## src/rtl/keypad_scanner_pkg.sv

```systemverilog
// Shared types for the keypad scanner: debounce states, frame classification
// and the row/column to hex-code map.
package keypad_pkg;

    typedef enum logic [1:0] {
        RELEASED,
        PRESS_PEND,
        HELD,
        RELEASE_PEND
    } deb_state_e;

    typedef enum logic [1:0] {
        NONE,
        SINGLE,
        MULTI
    } frame_result_e;

    // Nibble i holds the code for frame bit i = {row, col}; row 0 is the low word.
    localparam logic [63:0] KEY_MAP = 64'hDEF0_C987_B654_A321;

    function automatic logic [3:0] key_lookup(input logic [3:0] idx);
        return KEY_MAP[{idx, 2'b00} +: 4];
    endfunction

endpackage

```

## src/rtl/keypad_scanner_if.sv

```systemverilog
// Keypad scanner signal bundle. The slave side is the scanner itself; the
// master side is the keypad / board logic that consumes key events.
interface keypad_scanner_if;
    logic                    clr;
    logic [3:0]              col;
    logic [3:0]              row;
    logic                    key_valid;
    logic [3:0]              key_code;
    logic                    key_down;
    logic [31:0]             entry;
    keypad_pkg::deb_state_e  dbg_state;

    // key_valid is a single-cycle strobe with no back-pressure: a consumer
    // must take key_code/entry in the cycle key_valid is high.
    modport master (
        output clr, col,
        input  row, key_valid, key_code, key_down, entry, dbg_state
    );

    modport slave (
        input  clr, col,
        output row, key_valid, key_code, key_down, entry, dbg_state
    );
endinterface

```

## src/rtl/keypad_debounce.sv

```systemverilog
// Per-frame debounce FSM for the keypad scanner. Auto-repeat while a key is
// held is built only when KEYPAD_AUTOREPEAT_EN is defined.
module keypad_debounce
    import keypad_pkg::*;
#(
    parameter int DEBOUNCE     = 20,
    parameter int REPEAT_DELAY = 500,
    parameter int REPEAT_RATE  = 100
) (
    input  logic          clk,
    input  logic          reset,
    input  logic          i_frame_done,
    input  frame_result_e i_result,
    input  logic [3:0]    i_code,
    output logic          o_accept,
    output logic          o_event,
    output logic [3:0]    o_code,
    output logic          o_key_down,
    output deb_state_e    o_state
);
    localparam logic [15:0] DEB = 16'(DEBOUNCE);

    deb_state_e r_state;
    logic [15:0] r_cnt;
    logic [3:0]  r_cand;
    logic        r_event;
    logic [3:0]  r_code;

    logic w_single;
    logic w_match;
    logic w_press;
    logic w_repeat;

    assign w_single = i_frame_done && (i_result == SINGLE);
    assign w_match  = w_single && (i_code == r_cand);
    assign w_press  = ((r_state == RELEASED) && w_single && (DEB == 16'd1)) ||
                      ((r_state == PRESS_PEND) && w_match && (r_cnt + 16'd1 == DEB));

`ifdef KEYPAD_AUTOREPEAT_EN
    localparam logic [15:0] REP_FIRST = 16'(REPEAT_DELAY);
    localparam logic [15:0] REP_NEXT  = 16'(REPEAT_RATE);

    logic [15:0] r_rep;
    logic        r_rep_armed;

    assign w_repeat = (r_state == HELD) && w_match &&
                      (r_rep_armed ? (r_rep + 16'd1 == REP_NEXT) : (r_rep + 16'd1 == REP_FIRST));

    // Held frames of any other result leave the counter untouched.
    always_ff @(posedge clk) begin
        if (reset || w_press || (r_state != HELD)) begin
            r_rep       <= '0;
            r_rep_armed <= 1'b0;
        end else if (w_match) begin
            if (w_repeat) begin
                r_rep       <= '0;
                r_rep_armed <= 1'b1;
            end else begin
                r_rep <= r_rep + 16'd1;
            end
        end
    end
`else
    assign w_repeat = 1'b0;
`endif

    // o_accept is the combinational strobe during EVAL so the entry shift
    // lands on the same edge that raises o_event.
    assign o_accept   = w_press || w_repeat;
    assign o_event    = r_event;
    assign o_code     = r_code;
    assign o_key_down = (r_state == HELD) || (r_state == RELEASE_PEND);
    assign o_state    = r_state;

    always_ff @(posedge clk) begin
        if (reset) begin
            r_state <= RELEASED;
            r_cnt   <= '0;
            r_cand  <= '0;
            r_event <= 1'b0;
            r_code  <= '0;
        end else begin
            r_event <= o_accept;
            if (o_accept) r_code <= i_code;
            if (i_frame_done) begin
                case (r_state)
                    RELEASED: begin
                        if (w_single) begin
                            r_cand <= i_code;
                            if (w_press) begin
                                r_state <= HELD;
                                r_cnt   <= '0;
                            end else begin
                                r_state <= PRESS_PEND;
                                r_cnt   <= 16'd1;
                            end
                        end
                    end
                    PRESS_PEND: begin
                        if (w_match) begin
                            if (w_press) begin
                                r_state <= HELD;
                                r_cnt   <= '0;
                            end else begin
                                r_cnt <= r_cnt + 16'd1;
                            end
                        end else begin
                            r_state <= RELEASED;
                            r_cnt   <= '0;
                        end
                    end
                    HELD: begin
                        if (i_result == NONE) begin
                            if (DEB == 16'd1) begin
                                r_state <= RELEASED;
                                r_cnt   <= '0;
                            end else begin
                                r_state <= RELEASE_PEND;
                                r_cnt   <= 16'd1;
                            end
                        end
                    end
                    RELEASE_PEND: begin
                        if (i_result == NONE) begin
                            if (r_cnt + 16'd1 == DEB) begin
                                r_state <= RELEASED;
                                r_cnt   <= '0;
                            end else begin
                                r_cnt <= r_cnt + 16'd1;
                            end
                        end else begin
                            r_state <= HELD;
                            r_cnt   <= '0;
                        end
                    end
                    default: begin
                        r_state <= RELEASED;
                        r_cnt   <= '0;
                    end
                endcase
            end
        end
    end

endmodule

```

## src/rtl/keypad_scanner.sv

```systemverilog
// 4x4 hex keypad scanner: row scan, column sync, frame classification and the
// 32-bit entry shift register. Optional auto-repeat: KEYPAD_AUTOREPEAT_EN.
module keypad_scanner
    import keypad_pkg::*;
#(
    parameter int SCAN_DIV     = 25000,
    parameter int DEBOUNCE     = 20,
    parameter int REPEAT_DELAY = 500,
    parameter int REPEAT_RATE  = 100
) (
    input  logic            clk,
    input  logic            reset,
    keypad_scanner_if.slave bus
);
    localparam int              DIV_W    = (SCAN_DIV > 1) ? $clog2(SCAN_DIV) : 1;
    localparam logic [DIV_W-1:0] DIV_LAST = DIV_W'(SCAN_DIV - 1);
    localparam logic [DIV_W-1:0] DIV_ONE  = DIV_W'(1);

    logic [3:0]       r_col_meta;
    logic [3:0]       r_col_sync;
    logic [DIV_W-1:0] r_div;
    logic [1:0]       r_row_idx;
    logic [3:0]       r_row;
    logic [15:0]      r_frame;
    logic             r_frame_done;
    logic [31:0]      r_entry;

    logic          w_tick;
    logic [1:0]    w_next_idx;
    logic [4:0]    w_ones;
    logic [3:0]    w_idx;
    frame_result_e w_result;
    logic [3:0]    w_code;
    logic          w_accept;

    assign w_tick     = (r_div == DIV_LAST);
    assign w_next_idx = r_row_idx + 2'd1;

    // Columns are sampled at the end of each row slot, well after the row drive
    // and the two synchronizer stages have settled.
    always_ff @(posedge clk) begin
        if (reset) begin
            r_col_meta   <= 4'hF;
            r_col_sync   <= 4'hF;
            r_div        <= '0;
            r_row_idx    <= 2'd0;
            r_row        <= 4'b1110;
            r_frame      <= '0;
            r_frame_done <= 1'b0;
        end else begin
            r_col_meta   <= bus.col;
            r_col_sync   <= r_col_meta;
            r_frame_done <= w_tick && (r_row_idx == 2'd3);
            if (w_tick) begin
                r_div                          <= '0;
                r_frame[{r_row_idx, 2'b00} +: 4] <= ~r_col_sync;
                r_row_idx                      <= w_next_idx;
                r_row                          <= ~(4'b0001 << w_next_idx);
            end else begin
                r_div <= r_div + DIV_ONE;
            end
        end
    end

    always_comb begin
        w_ones = '0;
        w_idx  = '0;
        for (int i = 0; i < 16; i++) begin
            if (r_frame[i]) begin
                w_ones = w_ones + 5'd1;
                w_idx  = 4'(i);
            end
        end
        if (w_ones == 5'd0)      w_result = NONE;
        else if (w_ones == 5'd1) w_result = SINGLE;
        else                     w_result = MULTI;
        w_code = key_lookup(w_idx);
    end

    keypad_debounce #(
        .DEBOUNCE     (DEBOUNCE),
        .REPEAT_DELAY (REPEAT_DELAY),
        .REPEAT_RATE  (REPEAT_RATE)
    ) u_debounce (
        .clk          (clk),
        .reset        (reset),
        .i_frame_done (r_frame_done),
        .i_result     (w_result),
        .i_code       (w_code),
        .o_accept     (w_accept),
        .o_event      (bus.key_valid),
        .o_code       (bus.key_code),
        .o_key_down   (bus.key_down),
        .o_state      (bus.dbg_state)
    );

    // clr takes priority over a coinciding key event.
    always_ff @(posedge clk) begin
        if (reset || bus.clr) begin
            r_entry <= '0;
        end else if (w_accept) begin
            r_entry <= {r_entry[27:0], w_code};
        end
    end

    assign bus.row   = r_row;
    assign bus.entry = r_entry;

endmodule

```

## src/flat_wrapper.sv

```systemverilog
// flat-port wrapper written by rule: the top's interface ports become plain ports
module keypad_scanner_flat import keypad_pkg::*;
#(
    parameter int SCAN_DIV     = 25000,
    parameter int DEBOUNCE     = 20,
    parameter int REPEAT_DELAY = 500,
    parameter int REPEAT_RATE  = 100
)
  (clk, reset, bus_clr, bus_col, bus_row, bus_key_valid, bus_key_code, bus_key_down, bus_entry, bus_dbg_state);
  keypad_scanner_if bus_i ();
  input  logic clk;
  input  logic reset;
  input wire logic [$bits(bus_i.clr)-1:0] bus_clr;
  input wire logic [$bits(bus_i.col)-1:0] bus_col;
  output wire logic [$bits(bus_i.row)-1:0] bus_row;
  output wire logic [$bits(bus_i.key_valid)-1:0] bus_key_valid;
  output wire logic [$bits(bus_i.key_code)-1:0] bus_key_code;
  output wire logic [$bits(bus_i.key_down)-1:0] bus_key_down;
  output wire logic [$bits(bus_i.entry)-1:0] bus_entry;
  output wire logic [$bits(bus_i.dbg_state)-1:0] bus_dbg_state;
  assign bus_i.clr = bus_clr;
  assign bus_i.col = bus_col;
  assign bus_row = bus_i.row;
  assign bus_key_valid = bus_i.key_valid;
  assign bus_key_code = bus_i.key_code;
  assign bus_key_down = bus_i.key_down;
  assign bus_entry = bus_i.entry;
  assign bus_dbg_state = bus_i.dbg_state;
  keypad_scanner #(.SCAN_DIV(SCAN_DIV), .DEBOUNCE(DEBOUNCE), .REPEAT_DELAY(REPEAT_DELAY), .REPEAT_RATE(REPEAT_RATE)) u_core (.clk(clk), .reset(reset), .bus(bus_i));
endmodule
```

## config.mk

```make
export PLATFORM = sky130hd
export DESIGN_NAME = keypad_scanner_flat
export DESIGN_NICKNAME = d
export VERILOG_FILES = /design/src/rtl/keypad_scanner_pkg.sv /design/src/rtl/keypad_scanner_if.sv /design/src/rtl/keypad_debounce.sv /design/src/rtl/keypad_scanner.sv /design/src/flat_wrapper.sv
export SDC_FILE = /design/constraint.sdc
export NUM_CORES = 1
export LEC_CHECK = 0
export ABC_AREA = 1
export CAP_MARGIN = 20
export CELL_PAD_IN_SITES_DETAIL_PLACEMENT = 1
export CELL_PAD_IN_SITES_GLOBAL_PLACEMENT = 1
export CORE_UTILIZATION = 47
export CTS_BUF_LIST = sky130_fd_sc_hd__clkbuf_4 sky130_fd_sc_hd__clkbuf_8
export DETAILED_ROUTE_END_ITERATION = 12
export GPL_TIMING_DRIVEN = 0
export PLACE_DENSITY = 0.95
export SLEW_MARGIN = 20
export SYNTH_ARGS = -nofsm -noshare
export SYNTH_HDL_FRONTEND = slang
export SYNTH_HIERARCHICAL = 1
export SYNTH_SLANG_ARGS = --single-unit
```

## constraint.sdc

```tcl
create_clock -name clk -period 13.31 [get_ports clk]
set_input_delay 2.662 -clock clk [delete_from_list [all_inputs] [get_ports clk]]
set_output_delay 2.662 -clock clk [all_outputs]
set_load 0.01 [all_outputs]
```

==> flow_summary.toml <==
[global_route]
grt-ovfl-total = 0
grt_pass1_wl_um = 33900
grt_use_met3 = 0.0467
grt.total_usage = 0.288
grt_pass1_vias = 7381
busiest_layer = "met2"
antenna_found_initial = 0
gr-usage-met1 = 0.333
grtUsageMet2 = 0.531
grt_max_degree = 21

[drt]
drt_iter0_drc = 284
ant_nets = 0
vias_per_cell = 5.39
post_drt_wl_per_cell_um = 15.8
wl_um = 19800
vias = 6785
drtPass1Iterations = 5
drc = 0

[sta]
setup_viol = 0
post-route-min-period_ns = 9.80
slew_headroom = 0.486
final_hold_viol_count = 0
grt_setup_unrepaired = "no"
fin_tns_setup_ns = 0
skew_ns = 0.0149
worst_pin_slew_ns = 0.763
finalMaxSlewViolations = 0
period_share = 0.737
max_freq_mhz = 102

[logic_synthesis]
synth_area_um2 = 6600
yosysMostFrequentCell = "nand2_1"
synth_seq_area_share = 0.318
async_flop_share = 0
synth_seq_cells = 105
synth-edff-count = 0
syn_nets = 1049
synthTopCellsByCount = "275 x nand2_1, 136 x inv_1, 105 x dfxtp_1"
synth.distinct_cells = 42
synth_top_area_cell = "dfxtp_1"
synth.avg_cell_area_um2 = 6.50
netlist_instances = 1016
synth_top_area_frac = 0.318
yosys_most_used_dff = "dfxtp_1"
ys_top_cells_by_area = "dfxtp_1 32%, nand2_1 16%, inv_1 7.7%"
yosys_warnings = 6

[pwr]
ir_drop_uv = 100
power.density_nw_per_um2 = 70.9
fin_total_pwr_uw = 534
p_leak_uw = 0.00346

[clock_tree]
cts_setup_buffers = 0
cts_root_buffer = "clkbuf_8"
clock_latency_ns = 0.39
cts_made_buffers = 9
h-tree-depth = 3
cts_tree = "done"
cts.path.max_buffers = 2
cts_resized = 0
holdBufCountCts = 0
path_clk_slew_ns = 0.11
numClockSinks = 105

[job]
max-cap-violations = 0

[final_layout]
ff_latch_area_um2 = 2100
insertedDiodeCount = 0
drive_above_1_share = 0.116
fillers = 1860
syn2layout_area_growth_pct = 14.1
multiInputGateArea_um2 = 3870
stdcell_count = 1258
nets = 1110
final_area_um2 = 7530

[setup_path]
critical_path.startpoint_type = "flip-flop"
crit_family = "adder cells"
worstPathMaxFanout = 10
cp_common_cell = "nand2_1"
worst-path-buf-inv = 10
slowest_stage = "dfxtp_1"
required_ns = 13.65
cp.arrival_ns = 10.14
slowest_delay_ns = 0.37
critical_path_class = "flip-flop to flip-flop"
end_kind = "flip-flop"
reg2reg_depth = 60
cp_num_cells = 60

[die]
initial_core_util = 0.491
rows = 42
core_um2 = 13500
dieArea_um2 = 14500
die_x_um = 121
pin_count = 51
die-height_um = 121

[hold_path]
hold_path_class = "flip-flop to flip-flop"
min_path_cells = 1

[placed_design]
place_inst = 1242
hpwl_um = 14700
finalWeightedCongestion = 0.812
port_buffers = 50
placed_area_um2 = 7320

[outcome]
outcome = "finished clean"
-- cell type report --
cell class | instances | area share
flip-flops and latches | 105 | 0.279
plain buffers | 19 | 0.0101
well taps | 176 | 0.0293
multi-input cells | 744 | 0.514
clock buffers | 10 | 0.0183
inverters | 148 | 0.0738
clock inverters | 6 | 0.00931
repair buffers | 50 | 0.0665
-- kinds of logic after synthesis --
logic type,synth area share
compound gates,0.118
xor+xnor,0.00663
fa+ha+maj,0.0493
buf+inv,0.0957
flops,0.318
simple gates,0.412
-- power breakdown --
group | switching [uW] | internal, uW | leakage (uW)
clock network | 126 | 79.0 | 0.000105
registers | 1.19 | 316 | 0.000848
logic | 7.99 | 4.19 | 0.00250
-- worst paths after layout --
path | from | endpoint | slack, ns
min reg2reg | u_core/r_col_meta[0] | u_core/r_col_sync[0] | 0.43
min | u_core/r_col_meta[0] | u_core/r_col_sync[0] | 0.43
max reg2reg | u_core/r_frame[0] | u_core/bus.entry[2] | 3.51
max | u_core/r_frame[0] | u_core/bus.entry[2] | 3.51
-- flip-flops by register name, indices dropped and copies added (netlist names), 4 cells and up --
signal	count
u_core/bus.entry	32
u_core/r_col_sync	4
u_core/bus.row	4
u_core/u_debounce/o_code	4
u_core/u_debounce/r_cand	4
u_core/r_col_meta	4
u_core/r_div	15
u_core/u_debounce/r_cnt	16
u_core/r_frame	16
-- per-stage QoR --
stage | setup WS, ns | hold slack [ns] | utilization
after floorplan | 4.89 | 0.389 | -
after global placement | 4.11 | 0.392 | 0.544
after detailed placement | 3.60 | 0.402 | 0.544
final | 3.51 | 0.426 | 0.560
after CTS | 3.51 | 0.433 | 0.560
after global routing | 2.66 | 0.446 | 0.560
-- cell usage in the layout (no fill, tap or decap), types with 9 or more instances in the layout --
cell type        instances
or2_2                   11
ha_1                    26
dfxtp_1                105
nor3_1                   9
clkbuf_8                10
clkbuf_1                15
nand2_1                275
inv_2                   11
inv_1                  136
clkdlybuf4s50_1         50
nand2_2                 47
nand3_2                 20
nand4_1                 21
o21ai_0                 35
nand3_1                 72
nor2_1                  82
a21oi_1                 88
-- metal layers --
layer  routed length [um]  vias to the layer above
met4                  513                        0
li1                     -                     3375
met3                  452                       46
met2                10300                      110
met1                 8620                     3254
met5                    0                        -
(Power assumes the default switching activity.)
